--- src/rtl/vc_egress_arbiter.sv ---
// Egress arbiter: merges four per-class FIFOs into one output FIFO using
// round-robin with a per-class burst limit and a two-stage read/push pipeline.
module vc_egress_arbiter #(
  parameter int DATA_W = 6,
  parameter int BURST  = 2
) (
  input  logic                  clk,
  input  logic                  reset,
  input  logic [3:0]            empty_i,
  input  logic [4*DATA_W-1:0]   data_in_i,
  input  logic                  almost_full_i,
  output logic [3:0]            pop_o,
  output logic                  push_o,
  output logic [DATA_W-1:0]     data_out_o,
  output logic [1:0]            out_class_o,
  output logic [1:0]            state_o
);

  localparam int CNT_W = $clog2(BURST + 1);
  localparam logic [CNT_W-1:0] BURST_MAX = CNT_W'(BURST);

  typedef enum logic [1:0] {
    IDLE  = 2'd0,
    SERVE = 2'd1,
    STALL = 2'd2
  } state_e;

  state_e            state_q, state_d;
  logic [1:0]        cur_q, cur_d;
  logic [CNT_W-1:0]  burstCnt_q, burstCnt_d;
  logic              v1_q;
  logic [1:0]        c1_q;
  logic              push_q;
  logic [DATA_W-1:0] dataOut_q;
  logic [1:0]        outClass_q;

  logic [3:0]        othersNonEmpty;
  logic              keepCur;
  logic              found;
  logic [1:0]        cand;
  logic [1:0]        sel;
  logic              anyReq;
  logic              popEn;
  logic [CNT_W-1:0]  burstSat;

  // Stay on the current class until its burst is used up, unless nobody else
  // is waiting; otherwise search forward from cur+1, wrapping back to cur.
  always_comb begin
    othersNonEmpty        = ~empty_i;
    othersNonEmpty[cur_q] = 1'b0;
    keepCur = ~empty_i[cur_q] &&
              ((burstCnt_q < BURST_MAX) || (othersNonEmpty == 4'b0000));
    sel   = cur_q;
    found = 1'b0;
    cand  = cur_q;
    if (!keepCur) begin
      for (int k = 1; k <= 4; k++) begin
        cand = cur_q + 2'(k);
        if (!found && !empty_i[cand]) begin
          sel   = cand;
          found = 1'b1;
        end
      end
    end
  end

  assign anyReq = |(~empty_i);
  assign popEn  = anyReq & ~almost_full_i & ~reset;
  assign pop_o  = popEn ? (4'b0001 << sel) : 4'b0000;

  assign burstSat = (burstCnt_q == BURST_MAX) ? BURST_MAX : burstCnt_q + 1'b1;

  always_comb begin
    state_d = IDLE;
    case (state_q)
      IDLE:    state_d = popEn ? SERVE : IDLE;
      SERVE: begin
        if (!anyReq)            state_d = IDLE;
        else if (almost_full_i) state_d = STALL;
        else                    state_d = SERVE;
      end
      STALL: begin
        if (!anyReq)             state_d = IDLE;
        else if (!almost_full_i) state_d = SERVE;
        else                     state_d = STALL;
      end
      default: state_d = IDLE;
    endcase
  end

  // The burst count carries across a stall so a resumed class only finishes
  // its remaining budget; IDLE already zeroed it, so a fresh start lands on 1.
  always_comb begin
    cur_d      = cur_q;
    burstCnt_d = burstCnt_q;
    if (popEn) begin
      cur_d      = sel;
      burstCnt_d = (sel == cur_q) ? burstSat : CNT_W'(1);
    end
    if (state_d == IDLE) begin
      burstCnt_d = '0;
    end
  end

  always_ff @(posedge clk) begin
    if (reset) begin
      state_q    <= IDLE;
      cur_q      <= 2'd0;
      burstCnt_q <= '0;
      v1_q       <= 1'b0;
      c1_q       <= 2'd0;
      push_q     <= 1'b0;
      dataOut_q  <= '0;
      outClass_q <= 2'd0;
    end else begin
      state_q    <= state_d;
      cur_q      <= cur_d;
      burstCnt_q <= burstCnt_d;
      v1_q       <= popEn;
      c1_q       <= sel;
      push_q     <= v1_q;
      if (v1_q) begin
        dataOut_q  <= data_in_i[int'(c1_q)*DATA_W +: DATA_W];
        outClass_q <= c1_q;
      end
    end
  end

  assign push_o      = push_q;
  assign data_out_o  = dataOut_q;
  assign out_class_o = outClass_q;
  assign state_o     = state_q;

endmodule

--- config.mk ---
export PLATFORM = sky130hd
export DESIGN_NAME = vc_egress_arbiter
export DESIGN_NICKNAME = d
export VERILOG_FILES = /design/src/rtl/vc_egress_arbiter.sv
export SDC_FILE = /design/constraint.sdc
export NUM_CORES = 1
export LEC_CHECK = 0
export BUFFER_PORTS_ARGS = -buffer_cell sky130_fd_sc_hd__buf_2
export CORE_UTILIZATION = 44
export DETAILED_ROUTE_END_ITERATION = 10
export PLACE_DENSITY = 0.75
export SYNTH_ARGS = -nofsm -noshare
export SYNTH_HDL_FRONTEND = slang
export SYNTH_SLANG_ARGS = --single-unit
--- constraint.sdc ---
create_clock -name clk -period 2.3 [get_ports clk]
set_input_delay 0.115 -clock clk [delete_from_list [all_inputs] [get_ports clk]]
set_output_delay 0.115 -clock clk [all_outputs]
set_load 0.005 [all_outputs]
-- Word level (Yosys, flattened, before mapping)
Index checks and enable logic that the tools add are counted.
Widths: inputs -> output; s select.
- register bits after elaboration: 18
- bits of input ports: 31
- output and inout port bits: 15
- logic and storage cells: 79
- add/subtract/negate cells: 4
- $mul: 1
- order comparisons: 6
- equality and inequality tests: 4
- shift operators: 2
- multiplexer cells: 28
- bitwise logic cells: 8
- reduce and logical (&&, ||, !) cells: 18
- operators with widths (operator ; number):
    $shiftx 24x6->6 ; 1
    $mux 2 ; 9
    $lt 2x3->1 const B ; 4
    $mux 1 ; 12
    $bmux 1 s2 ; 4
    $not 4->4 ; 2
    $logic_not 1->1 ; 6
    $logic_and 1x1->1 ; 5
    $add 2x1->2 const B ; 2
    $add 2x2->2 const B ; 2
    $and 4x4->4 ; 1
    $eq 2x2->1 const B ; 2
    $logic_not 2->1 ; 2
    $logic_not 4->1 ; 1
    $mul 2x2->4 const B ; 1
    $mux 4 ; 1
    $pmux 2 s2 ; 1
    $reduce_or 2->1 ; 2
    $reduce_or 4->1 ; 1
    $shl 1x2->4 const A ; 1
    $not 1->1 ; 3
    $and 1x1->1 ; 2
    $demux 1 s2 ; 1
    $eq 2x1->1 const B ; 1
    4 further kinds ; 4

-- Longest topological paths before layout
- depth in word-level cells: 24
- depth in mapped cells: 8
- mapped depth without buffers: 7

-- Least setup slack after synthesis
No wires, ideal clock.
- path type: register to register
- start point: register cur_q[0]
- end point: register cur_q[0]
- library setup time: 121 ps
- arrival time: 1984 ps
- required time: 2179 ps
- setup slack: 194 ps
- stages on the path, launching flop included: 9
- buffers on the path: 1
- period minus slack after synthesis: 2106 ps
- cells stage by stage: dfxtp_1 buf_6 inv_1 ha_1 mux4_2 nand2b_4 nand2_4 nand4_2 mux2_4
- word-level cells in the longest chain between the ends: 17
- elaborated cells on any way between the ends: 42
- classes of those cells: add/sub (3); order compare (2); mux (21); bitwise (3); reduce/logical (13)
- RTL lines (element ; RTL line ; RTL):
    from (decl) ; 29 ; logic [1:0] cur_q, cur_d;
    from (signal assigned) ; 117 ; cur_q <= cur_d;
    $add 2x1->2 ; 58 ; cand = cur_q + 2'(k);
    $bmux 1 s2 ; 59 ; if (!found && !empty_i[cand]) begin
    $mux 1 (implied by the code) ; 59 ;
    $mux 1 ; 59 ;
    $mux 1 ; 56 ; if (!keepCur) begin
    $logic_not 1->1 ; 59 ;
    $logic_and 1x1->1 ; 59 ;
    $mux 1 ; 59 ;
    $mux 1 ; 56 ;
    $logic_not 1->1 ; 59 ;
    $logic_and 1x1->1 ; 59 ;
    $mux 1 ; 59 ;
    $mux 1 ; 56 ;
    $logic_not 1->1 ; 59 ;
    $logic_and 1x1->1 ; 59 ;
    $mux 2 ; 59 ;
    $mux 2 (*) ; 56 ;
Mark *: on every way between the ends. The rest lies on a longest branch, timed or not. The select of a mux whose other input is x is not followed.
A chain may end at the register's enable or synchronous reset.

-- Final worst setup path
- start point: register cur_q[0]
- end point: output pop_o[2]
- word-level cells in the longest chain between the ends: 19
- elaborated cells on any way between the ends: 44
- classes of those cells: add/sub (3); order compare (2); shift (1); mux (22); bitwise (3); reduce/logical (13)
- RTL lines (element ; RTL line ; RTL):
    $add 2x1->2 ; 58 ;
    $bmux 1 s2 ; 59 ;
    $mux 1 (implied by the code) ; 59 ;
    $mux 1 ; 59 ;
    $mux 1 ; 56 ;
    $logic_not 1->1 ; 59 ;
    $logic_and 1x1->1 ; 59 ;
    $mux 1 ; 59 ;
    (+3 left out) ; -- ;
    $mux 1 ; 59 ;
    $mux 1 ; 56 ;
    $logic_not 1->1 ; 59 ;
    $logic_and 1x1->1 ; 59 ;
    $mux 2 ; 59 ;
    $mux 2 (*) ; 56 ;
    $shl 1x2->4 (*) ; 69 ; assign pop_o = popEn ? (4'b0001 << sel) : 4'b0000;
    $mux 4 (*) ; 69 ;
    to (decl) ; 12 ; output logic [3:0] pop_o,
Marks and branches as above.

==> impl_metrics.toml <==
[yosys]
synth_nets = 159
synth-seq-area-share_pct = 28.8
synth_seq_cells = 18
synth-edff-count = 0
ys_warn_count = 0
async_flop_share_pct = 0
syn_area_um2 = 1250
synthFlopType = "dfxtp_1"
synthCells = 121
post_synth_num_cell_types = 40
syn_area_per_cell_um2 = 10.3

[worst_setup_path]
r2r_slack_ns = 0.38
cp_data_required_time_ns = 2.18
crit_fanout = 6
worstSetupStartpoint = "cur_q[0]$_SDFFE_PP0P_"
reg2reg_from = "cur_q[0]$_SDFFE_PP0P_"
reg2regPathDepth = 8
crit_type = "register to output port"
critPathArrivalTime_ns = 2.13
cp-end-kind = "output port"
r2r-end = "cur_q[0]$_SDFFE_PP0P_"
worstSetupStartpointType = "register"

[timing]
worst_pin_slew_ns = 0.500
max_freq_mhz = 445
fin_crit_sh_pct = 97.7
slew_headroom_pct = 66.5
hold_ws_ns = 0.0601
finalSetupTns_ns = 0
period_minus_slack_ns = 2.25
setup_viol = 0
hold_violations = 0
slew_violations = 0
rsz0062_at_grt = "yes"
clock_skew_ns = 0.000731

[grt]
grtUsageTotal_pct = 18.6
antenna_found_initial = 0
grt_pass1_wl_mm = 4.66
grt_pass1_vias = 994
grt_max_degree = 18
grt_overflow = 0

[flow_run]
drv_cap = 0

[final_layout]
diodes = 0
syn_to_final_growth_pct = 31.5
final-seq-area_um2 = 365
nets = 214
layout_common_cells = "buf_2 (45), dfxtp_1 (16), nor2_1 (15), mux2i_1 (11), buf_4 (9)"
final_layout_size_suffix_gt1_share_pct = 50.6
multi_input_area_um2 = 850
fillers = 217
final_common_cell = "buf_2"

[route]
avgViaCountPerCell = 5.71
drt-total-wl_mm = 3.10
drtAntennaViolNets = 0
drtIter0Drc = 39
dr.pass1.iters = 4
vias = 1165
drc = 0
post_drt_wl_per_cell_um = 15.2

[clock_tree]
clock_sinks = 18
hold_buffers = 0
cts_buffer_depth = 2
path_clk_slew_ns = 0.09
numCtsBuffers = 3
cts_root_buf = "clkbuf_4"
h-tree-depth = 1
tritoncts = "built"
clk-insertion-delay-late_ns = 0.28

[die]
ioPinCount = 46
dieWidth_um = 55.3
num_rows = 18
core_area_um2 = 2590
die_y_um = 55.3
dieArea_um2 = 3060
initial_core_util_pct = 48.3

[place]
gp_congestion = 0.824
dp_hpwl_mm = 2.20
io_buffers = 45

[power]
power_density_nw_per_um2 = 581
fin_total_pwr_uw = 955
p_clk_share_pct = 15.6
p_comb_share_pct = 44.9
seq_power_share_pct = 39.5
p_leak_nw = 0.735
cellInternalPower_uw = 635
switchingPower_uw = 319
sw_frac_of_total_pct = 33.5
ir_drop_mv = 0.501

[min_path]
hold_depth = 2
whs_endpoint = "state_o[0]$_SDFF_PP0_"
min_path_type = "input pin to register"
min_from = "almost_full_i"

[outcome]
status = "completed"
logic make-up (layout without fill, tap and decap cells):
kind of cell               after synthesis  after routing  share of synthesized area, %
buffers and inverters                   15             68                          6.01
DFF                                     18             18                          28.8
adders and majority gates                7              7                          7.01
and+or+nand+nor                         37             37                          17.6
AOI/OAI and AO/OA                       21             21                          12.3
muxes                                   23             23                          28.2
cell usage after synthesis, types with 2 or more instances:
library cell / instances / area (um^2)
nand2_1: 5 / 18.8
mux4_2: 8 / 180
o221ai_1: 2 / 17.5
clkbuf_1: 2 / 7.51
ha_1: 7 / 87.6
nor2_1: 15 / 56.3
a21oi_1: 3 / 15.0
mux2i_1: 12 / 120
nand4_1: 3 / 18.8
nand3_2: 2 / 20.0
inv_1: 9 / 33.8
dfxtp_1: 18 / 360
nand3_1: 3 / 15.0
o22ai_1: 6 / 37.5
state kept, by name, summed over array words and instances (netlist names):
signal / count
state_o: 2
c1_q: 2
push_o: 1
out_class_o: 2
burstCnt_q: 2
cur_q: 2
v1_q: 1
data_out_o: 6
layout make-up:
type	instances	area share, %
inverters	9	2.21
clock buffers	3	1.37
flip-flops and latches	18	22.2
repair buffers	56	20.2
well taps	30	2.28
multi-input cells	88	51.7
critical path, cell delays in order, from the launching register on:
cell and delay, ns:
dfxtp_4 0.40, buf_8 0.14, mux4_2 0.54, nand3_2 0.08, a32o_2 0.24, nand4_1 0.14
o22ai_1 0.17, buf_2 0.13
routing by layer:
layer	wire length, um	up-vias	global-route usage [%]
li1	-	569	-
met1	1370	567	24.4
met2	1610	25	31.2
met3	83	4	3.75
met4	36	0	4.64
met5	0	-	0
what timing repair did:
item | CTS | global route
cloned | 0 | 1
gates resized for setup | 1 | 12
setup endpoints to repair | 4 | 4
pin swaps | 0 | 8
buffers inserted | 0 | 8
through the flow:
step	instance area [um^2]	util, %	std cells	setup WS (ns)
6_report	1640	63.5	204	0.0540
3_3_place_gp	1490	57.4	192	0.348
5_1_grt	1640	63.5	204	-0.0738
2_1_floorplan	1250	-	121	0.194
3_5_place_dp	1490	57.4	192	0.292
4_1_cts	1520	58.7	195	0.0187
power groups by stage:
| stage | logic (mW) | clock network [mW] | registers, mW |
|---|---|---|---|
| after detailed placement | 0.353 | 0 | 0.379 |
| after global routing | 0.462 | 0.167 | 0.383 |
| after global placement | 0.342 | 0 | 0.376 |
| final | 0.429 | 0.149 | 0.377 |
| after CTS | 0.362 | 0.155 | 0.371 |
| after floorplan | 0.282 | 0 | 0.362 |
worst max path at each step:
stage / endpoint / slack [ns] / cells after the start
2_1_floorplan: cur_q[0]$_SDFFE_PP0P_ / 0.19 / 8
3_3_place_gp: pop_o[1] / 0.35 / 8
3_5_place_dp: pop_o[1] / 0.29 / 8
4_1_cts: pop_o[2] / 0.02 / 7
5_1_grt: pop_o[2] / -0.07 / 7
6_report: pop_o[2] / 0.05 / 7
Power figures use the tool's default switching activity.
